**config.mk**
```make
export PLATFORM = sky130hd
export DESIGN_NAME = mult_div_seq_flat
export DESIGN_NICKNAME = d
export VERILOG_FILES = /design/src/rtl/mult_div_seq_if.sv /design/src/rtl/mult_div_seq.sv /design/src/flat_wrapper.sv
export SDC_FILE = /design/constraint.sdc
export NUM_CORES = 1
export LEC_CHECK = 0
export BUFFER_PORTS_ARGS = -buffer_cell sky130_fd_sc_hd__buf_2
export CAP_MARGIN = 30
export CORE_UTILIZATION = 40
export CTS_BUF_LIST = sky130_fd_sc_hd__clkbuf_8
export CTS_CLUSTER_SIZE = 12
export DETAILED_ROUTE_END_ITERATION = 10
export GPL_ROUTABILITY_DRIVEN = 0
export GPL_TIMING_DRIVEN = 0
export REMOVE_ABC_BUFFERS = 1
export SKIP_CTS_REPAIR_TIMING = 1
export SYNTH_ARGS = -nofsm -noshare
export SYNTH_HDL_FRONTEND = slang
export SYNTH_SLANG_ARGS = --single-unit
```
**constraint.sdc**
```tcl
create_clock -name clock -period 15.55 [get_ports clock]
set_input_delay 0.7775 -clock clock [delete_from_list [all_inputs] [get_ports clock]]
set_output_delay 0.7775 -clock clock [all_outputs]
set_load 0.03 [all_outputs]
```
**src/rtl/mult_div_seq_if.sv**
```systemverilog
// Handshake bundle between the control unit and the mult/div sequencer.
// MULTDIV_ABORT_EN adds the abort line used for exception flush.
interface mult_div_seq_if #(
    parameter int WIDTH = 32
);
    logic             start;
    logic             op;
    logic [WIDTH-1:0] a;
    logic [WIDTH-1:0] b;
    logic             busy;
    logic             done;
    logic             div_zero;
    logic [WIDTH-1:0] hi;
    logic [WIDTH-1:0] lo;
`ifdef MULTDIV_ABORT_EN
    logic             abort;

    modport master (
        output start, op, a, b, abort,
        input  busy, done, div_zero, hi, lo
    );
    modport slave (
        input  start, op, a, b, abort,
        output busy, done, div_zero, hi, lo
    );
`else
    modport master (
        output start, op, a, b,
        input  busy, done, div_zero, hi, lo
    );
    modport slave (
        input  start, op, a, b,
        output busy, done, div_zero, hi, lo
    );
`endif
endinterface

```
**src/rtl/mult_div_seq.sv**
```systemverilog
// Iterative signed mult (radix-2 Booth) / div (restoring) with HI/LO.
// Optional MULTDIV_ABORT_EN: abort input cancels a running operation.
module mult_div_seq #(
    parameter int WIDTH = 32
) (
    input  logic          clock,
    input  logic          reset,
    mult_div_seq_if.slave bus
);
    localparam int CW = $clog2(WIDTH);

    typedef enum logic [1:0] {
        IDLE,
        MULT,
        DIV,
        FINISH
    } state_t;

    state_t           state;
    state_t           state_n;
    logic [CW-1:0]    cnt;
    logic [WIDTH:0]   pa;
    logic [WIDTH-1:0] pq;
    logic             pq1;
    logic [WIDTH-1:0] mreg;
    logic             opr;
    logic             sa;
    logic             sq;
    logic             done_r;
    logic             dz_r;
    logic [WIDTH-1:0] hi_r;
    logic [WIDTH-1:0] lo_r;

    logic             ld;
    logic             fin;
    logic             dz_n;
    logic             aborting;
    logic [WIDTH:0]   msx;
    logic [WIDTH:0]   msum;
    logic [WIDTH:0]   rsh;
    logic [WIDTH:0]   trial;

    function automatic logic [WIDTH-1:0] mag(input logic [WIDTH-1:0] x);
        return x[WIDTH-1] ? -x : x;
    endfunction

    always_ff @(posedge clock or posedge reset) begin
        if (reset) state <= IDLE;
        else       state <= state_n;
    end

    always_comb begin
        state_n  = state;
        ld       = 1'b0;
        fin      = 1'b0;
        dz_n     = 1'b0;
        aborting = 1'b0;
`ifdef MULTDIV_ABORT_EN
        aborting = bus.abort && (state != IDLE);
`endif
        unique case (state)
            IDLE: begin
                if (bus.start) begin
                    if (bus.op && (bus.b == '0)) begin
                        dz_n = 1'b1;
                    end else begin
                        ld      = 1'b1;
                        state_n = bus.op ? DIV : MULT;
                    end
                end
            end
            MULT, DIV: begin
                if (cnt == '0) state_n = FINISH;
            end
            FINISH: begin
                fin     = 1'b1;
                state_n = IDLE;
            end
            default: state_n = IDLE;
        endcase
        if (aborting) begin
            state_n = IDLE;
            fin     = 1'b0;
        end
    end

    // Booth step: the extra sign bit in pa keeps -2^(W-1) multiplicands exact
    always_comb begin
        msx = {mreg[WIDTH-1], mreg};
        unique case ({pq[0], pq1})
            2'b01:   msum = pa + msx;
            2'b10:   msum = pa - msx;
            default: msum = pa;
        endcase
    end

    assign rsh   = {pa[WIDTH-1:0], pq[WIDTH-1]};
    assign trial = rsh - {1'b0, mreg};

    always_ff @(posedge clock or posedge reset) begin
        if (reset) begin
            cnt    <= '0;
            pa     <= '0;
            pq     <= '0;
            pq1    <= 1'b0;
            mreg   <= '0;
            opr    <= 1'b0;
            sa     <= 1'b0;
            sq     <= 1'b0;
            done_r <= 1'b0;
            dz_r   <= 1'b0;
            hi_r   <= '0;
            lo_r   <= '0;
        end else begin
            done_r <= fin | dz_n;
            dz_r   <= dz_n;
            if (ld) begin
                cnt <= CW'(WIDTH - 1);
                pa  <= '0;
                pq1 <= 1'b0;
                opr <= bus.op;
                sa  <= bus.a[WIDTH-1];
                sq  <= bus.a[WIDTH-1] ^ bus.b[WIDTH-1];
                if (bus.op) begin
                    pq   <= mag(bus.a);
                    mreg <= mag(bus.b);
                end else begin
                    pq   <= bus.b;
                    mreg <= bus.a;
                end
            end else if (state == MULT) begin
                pa  <= {msum[WIDTH], msum[WIDTH:1]};
                pq  <= {msum[0], pq[WIDTH-1:1]};
                pq1 <= pq[0];
            end else if (state == DIV) begin
                // restore on negative trial: keep the shifted remainder
                if (trial[WIDTH]) begin
                    pa <= rsh;
                    pq <= {pq[WIDTH-2:0], 1'b0};
                end else begin
                    pa <= trial;
                    pq <= {pq[WIDTH-2:0], 1'b1};
                end
            end
            if (((state == MULT) || (state == DIV)) && (cnt != '0))
                cnt <= cnt - CW'(1);
            if (fin) begin
                if (opr) begin
                    hi_r <= sa ? -pa[WIDTH-1:0] : pa[WIDTH-1:0];
                    lo_r <= sq ? -pq : pq;
                end else begin
                    hi_r <= pa[WIDTH-1:0];
                    lo_r <= pq;
                end
            end
        end
    end

    assign bus.busy     = (state != IDLE);
    assign bus.done     = done_r;
    assign bus.div_zero = dz_r;
    assign bus.hi       = hi_r;
    assign bus.lo       = lo_r;
endmodule

```
**src/flat_wrapper.sv**
```systemverilog
// flat-port wrapper written by rule: the top's interface ports become plain ports
module mult_div_seq_flat 
#(
    parameter int WIDTH = 32
)
  (clock, reset, bus_start, bus_op, bus_a, bus_b, bus_busy, bus_done, bus_div_zero, bus_hi, bus_lo);
  mult_div_seq_if #(.WIDTH(WIDTH)) bus_i ();
  input  logic clock;
  input  logic reset;
  input wire logic [$bits(bus_i.start)-1:0] bus_start;
  input wire logic [$bits(bus_i.op)-1:0] bus_op;
  input wire logic [$bits(bus_i.a)-1:0] bus_a;
  input wire logic [$bits(bus_i.b)-1:0] bus_b;
  output wire logic [$bits(bus_i.busy)-1:0] bus_busy;
  output wire logic [$bits(bus_i.done)-1:0] bus_done;
  output wire logic [$bits(bus_i.div_zero)-1:0] bus_div_zero;
  output wire logic [$bits(bus_i.hi)-1:0] bus_hi;
  output wire logic [$bits(bus_i.lo)-1:0] bus_lo;
  assign bus_i.start = bus_start;
  assign bus_i.op = bus_op;
  assign bus_i.a = bus_a;
  assign bus_i.b = bus_b;
  assign bus_busy = bus_i.busy;
  assign bus_done = bus_i.done;
  assign bus_div_zero = bus_i.div_zero;
  assign bus_hi = bus_i.hi;
  assign bus_lo = bus_i.lo;
  mult_div_seq #(.WIDTH(WIDTH)) u_core (.clock(clock), .reset(reset), .bus(bus_i));
endmodule
```
==> flow_summary.yaml <==
finish:
  fillerInstances: 3632
  syn2layout_area_growth_pct: 10.1
  postLayoutCoreUtil: 0.449
  fin_nets: 2082
  drive_above_1_share: 0.109
  final_cells: 2428
global_routing:
  grtUsageMet2: 0.368
  grt_max_degree: 113
  antenna_found_initial: 11
  grt_util_all_layers: 0.223
  overflow: 0
  grt_pass1_wl_um: 69300
  use_met1: 0.299
  grt-busiest-layer: "met2"
  grt_pass1_vias: 13000
  grtUsageMet3: 0.0380
routing:
  dr.pass1.iters: 5
  drt_iter0_drc: 939
  avgRoutedWirePerCell_um: 17.5
  drt.antenna.violating_nets: 0
  drc: 0
  vias: 13800
  wirelength_um: 42500
  vias_per_cell: 5.69
critical_path:
  cp_slowest_cell: "ha_2"
  cp.required_ns: 15.95
  start_kind: "register"
  r2r_start: "u_core.pq[31]$_DFFE_PP0P_"
  end_kind: "register"
  cp_common_cell: "a21oi_1"
  cp_slowest_stage_delay_ns: 0.98
  critPathKind: "reg2reg"
  worstPathArrival_ns: 6.66
  crit_chain: "inv_1 -> ha_1 -> inv_1 -> fa_1 -> a21oi_1 -> nand4b_1 -> nand3_1 -> a21oi_1 -> o31ai_1 -> a21oi_1 -> o22ai_1 -> o21ai_0 -> a21oi_1 -> ha_2 -> clkinv_1 -> nor2_1 -> nand2_1 -> o211a_1 -> a21o_1"
  crit_fanout: 43
  critPathLaunch: "u_core.pq[31]$_DFFE_PP0P_"
logic_synthesis:
  synth_warnings: 0
  synth_top_flop_cell: "dfrtp_1"
  synth_seq_cells: 174
  netlist_area_um2: 15000
  synth_edf_count: 0
  synth.avg_cell_area_um2: 7.92
  async_flop_share: 1.00
  ys_types: 75
  seq_area_frac_synth: 0.291
  syn_inst: 1889
floorplan:
  ios: 135
  die_h_um: 195
  start_util: 0.408
  die_width_um: 195
  core_um2: 36700
  rows: 70
  die_area_um2: 38200
status:
  outcome: "finished clean"
timing:
  rsz0062_at_grt: "no"
  finalHoldViolCount: 0
  worst_slack_ns: 9.29
  worst_pin_slew_ns: 0.988
  setup_viol: 0
  period_needed_ns: 6.26
  timing.final.crit_share: 0.403
  report.final.slew_viol_count: 0
  clock_skew_ns: 0.0250
  setup_tns_ns: 0
  maxSlewHeadroom: 0.341
  fmax_mhz: 160
cts:
  path_clk_slew_ns: 0.12
  numCtsBuffers: 17
  htreeDepth: 4
  cts_buffer_depth: 2
  root_buffer: "clkbuf_8"
  clk_latency_ns: 0.50
  cts_tree: "done"
  clock-sinks: 174
placement:
  dp_slack_ns: 9.28
  io_buffer_count: 134
  dp_hpwl_um: 31900
  numPlacedInstances: 2385
job:
  max-cap-violations: 0
hold_path:
  hp-class: "in2async"
## placed cells by master (no fill, tap or decap), types with 6 or more instances in the layout
cell type  count
mux2_2        11
and2_1         8
inv_8          7
a31oi_1       29
o211ai_1      84
nor4_1        22
clkbuf_8      17
o21a_1         6
o31ai_1       30
o21ai_0      170
nor2b_1       11
nand4_1        7
dfrtp_1      174
nand3b_1       6
nand2b_1      19
a21oi_1      156
buf_2        133
a21o_1        39
nand3_1       21
nor2_1       167
xor2_1       111
xnor2_1       93
nor3_1        24
o41ai_1       12
a211o_1        6
o21ai_1       25
inv_1         66
nand2_1      219
diode_2       10
or3_1         20
a211oi_1      17
mux2i_1       53
ha_1          71
## per-stage QoR
stage | area [um2] | hold slack (ns)
6_report | 16500 | 0.274
5_1_grt | 16500 | 0.303
4_1_cts | 16400 | 0.286
3_5_place_dp | 16000 | 0.493
3_3_place_gp | 15800 | 0.479
2_1_floorplan | 14500 | 0.463
## worst paths after layout
kind,endpoint,slack [ns],cells after the start
setup / recovery,u_core.pa[27]$_DFFE_PP0P_,9.29,19
hold / removal,u_core.bus.lo[4]$_DFFE_PP0P_,0.27,2
setup reg to reg,u_core.pa[27]$_DFFE_PP0P_,9.29,19
hold reg to reg,u_core.bus.hi[29]$_DFFE_PP0P_,0.51,1
max in group asynchronous,u_core.pa[1]$_DFFE_PP0P_,14.27,3
min in group clock,u_core.bus.hi[29]$_DFFE_PP0P_,0.51,1
## cell type report
class | count | area, um2 | area share
sequential | 174 | 4350 | 0.264
antenna | 10 | 25.0 | 0.00152
clock buffer | 17 | 234 | 0.0142
tap | 468 | 586 | 0.0356
clock inverter | 15 | 164 | 0.00995
multi-input combinational | 1532 | 9940 | 0.603
timing repair buffer | 145 | 911 | 0.0553
inverter | 67 | 259 | 0.0157
## critical path: cells and delay by family, from the launching register on
| family | cells | cell delay, ns |
|---|---|---|
| AO/OA/AOI/OAI | 9 | 1.76 |
| adder cells (fa/ha/maj) | 3 | 1.60 |
| AND/OR/NAND/NOR | 4 | 1.31 |
| buffers and inverters | 3 | 0.93 |
| flip-flops | 1 | 0.51 |
## state kept, by name (all words and copies together), names as in the netlist
signal               cells
u_core.pa               33
u_core.bus.hi           32
u_core.bus.lo           32
u_core.mreg             32
u_core.pq               32
u_core.cnt               5
u_core.state             2
u_core.bus.div_zero      1
u_core.bus.done          1
u_core.opr               1
u_core.pq1               1
u_core.sa                1
u_core.sq                1
## synth_stat cells (8+ instances only)
cell	count	area [um2]
nand2_1	219	822
dfrtp_1	174	4350
o21ai_0	170	851
nor2_1	167	627
a21oi_1	156	781
xor2_1	111	972
clkbuf_1	95	357
xnor2_1	93	815
o211ai_1	84	631
ha_1	75	938
inv_1	66	248
mux2i_1	53	531
a21o_1	39	293
o31ai_1	30	225
a31oi_1	29	181
o21ai_1	25	125
nor3_1	24	120
nor4_1	22	138
nand3_1	21	105
or3_1	20	125
nand2b_1	19	119
a211oi_1	17	128
nor2b_1	12	75.1
o41ai_1	12	105
mux2_2	11	124
buf_2	10	50.1
buf_1	9	33.8
and2_1	8	50.1
## routing by layer
metal	wire [um]	part of all wire
met4	884	0.021
met2	19400	0.46
met3	2220	0.052
met5	26	0.00061
met1	20000	0.47
## cell families (layout without fill, tap and decap cells)
kind of cell / count (synthesis) / in the layout / synth area share
and+or+nand+nor: 556 / 556 / 0.170
DFF: 174 / 174 / 0.291
buffers and inverters: 183 / 244 / 0.0475
adders and majority gates: 77 / 77 / 0.0654
AOI/OAI and AO/OA: 631 / 631 / 0.263
muxes: 64 / 64 / 0.0438
xor gates and xnor gates: 204 / 204 / 0.119
other: 0 / 10 / 0
Power is left out: the tool's default activity adds up to more than one toggle a clock period on the data nets, which glitch-free logic cannot reach.
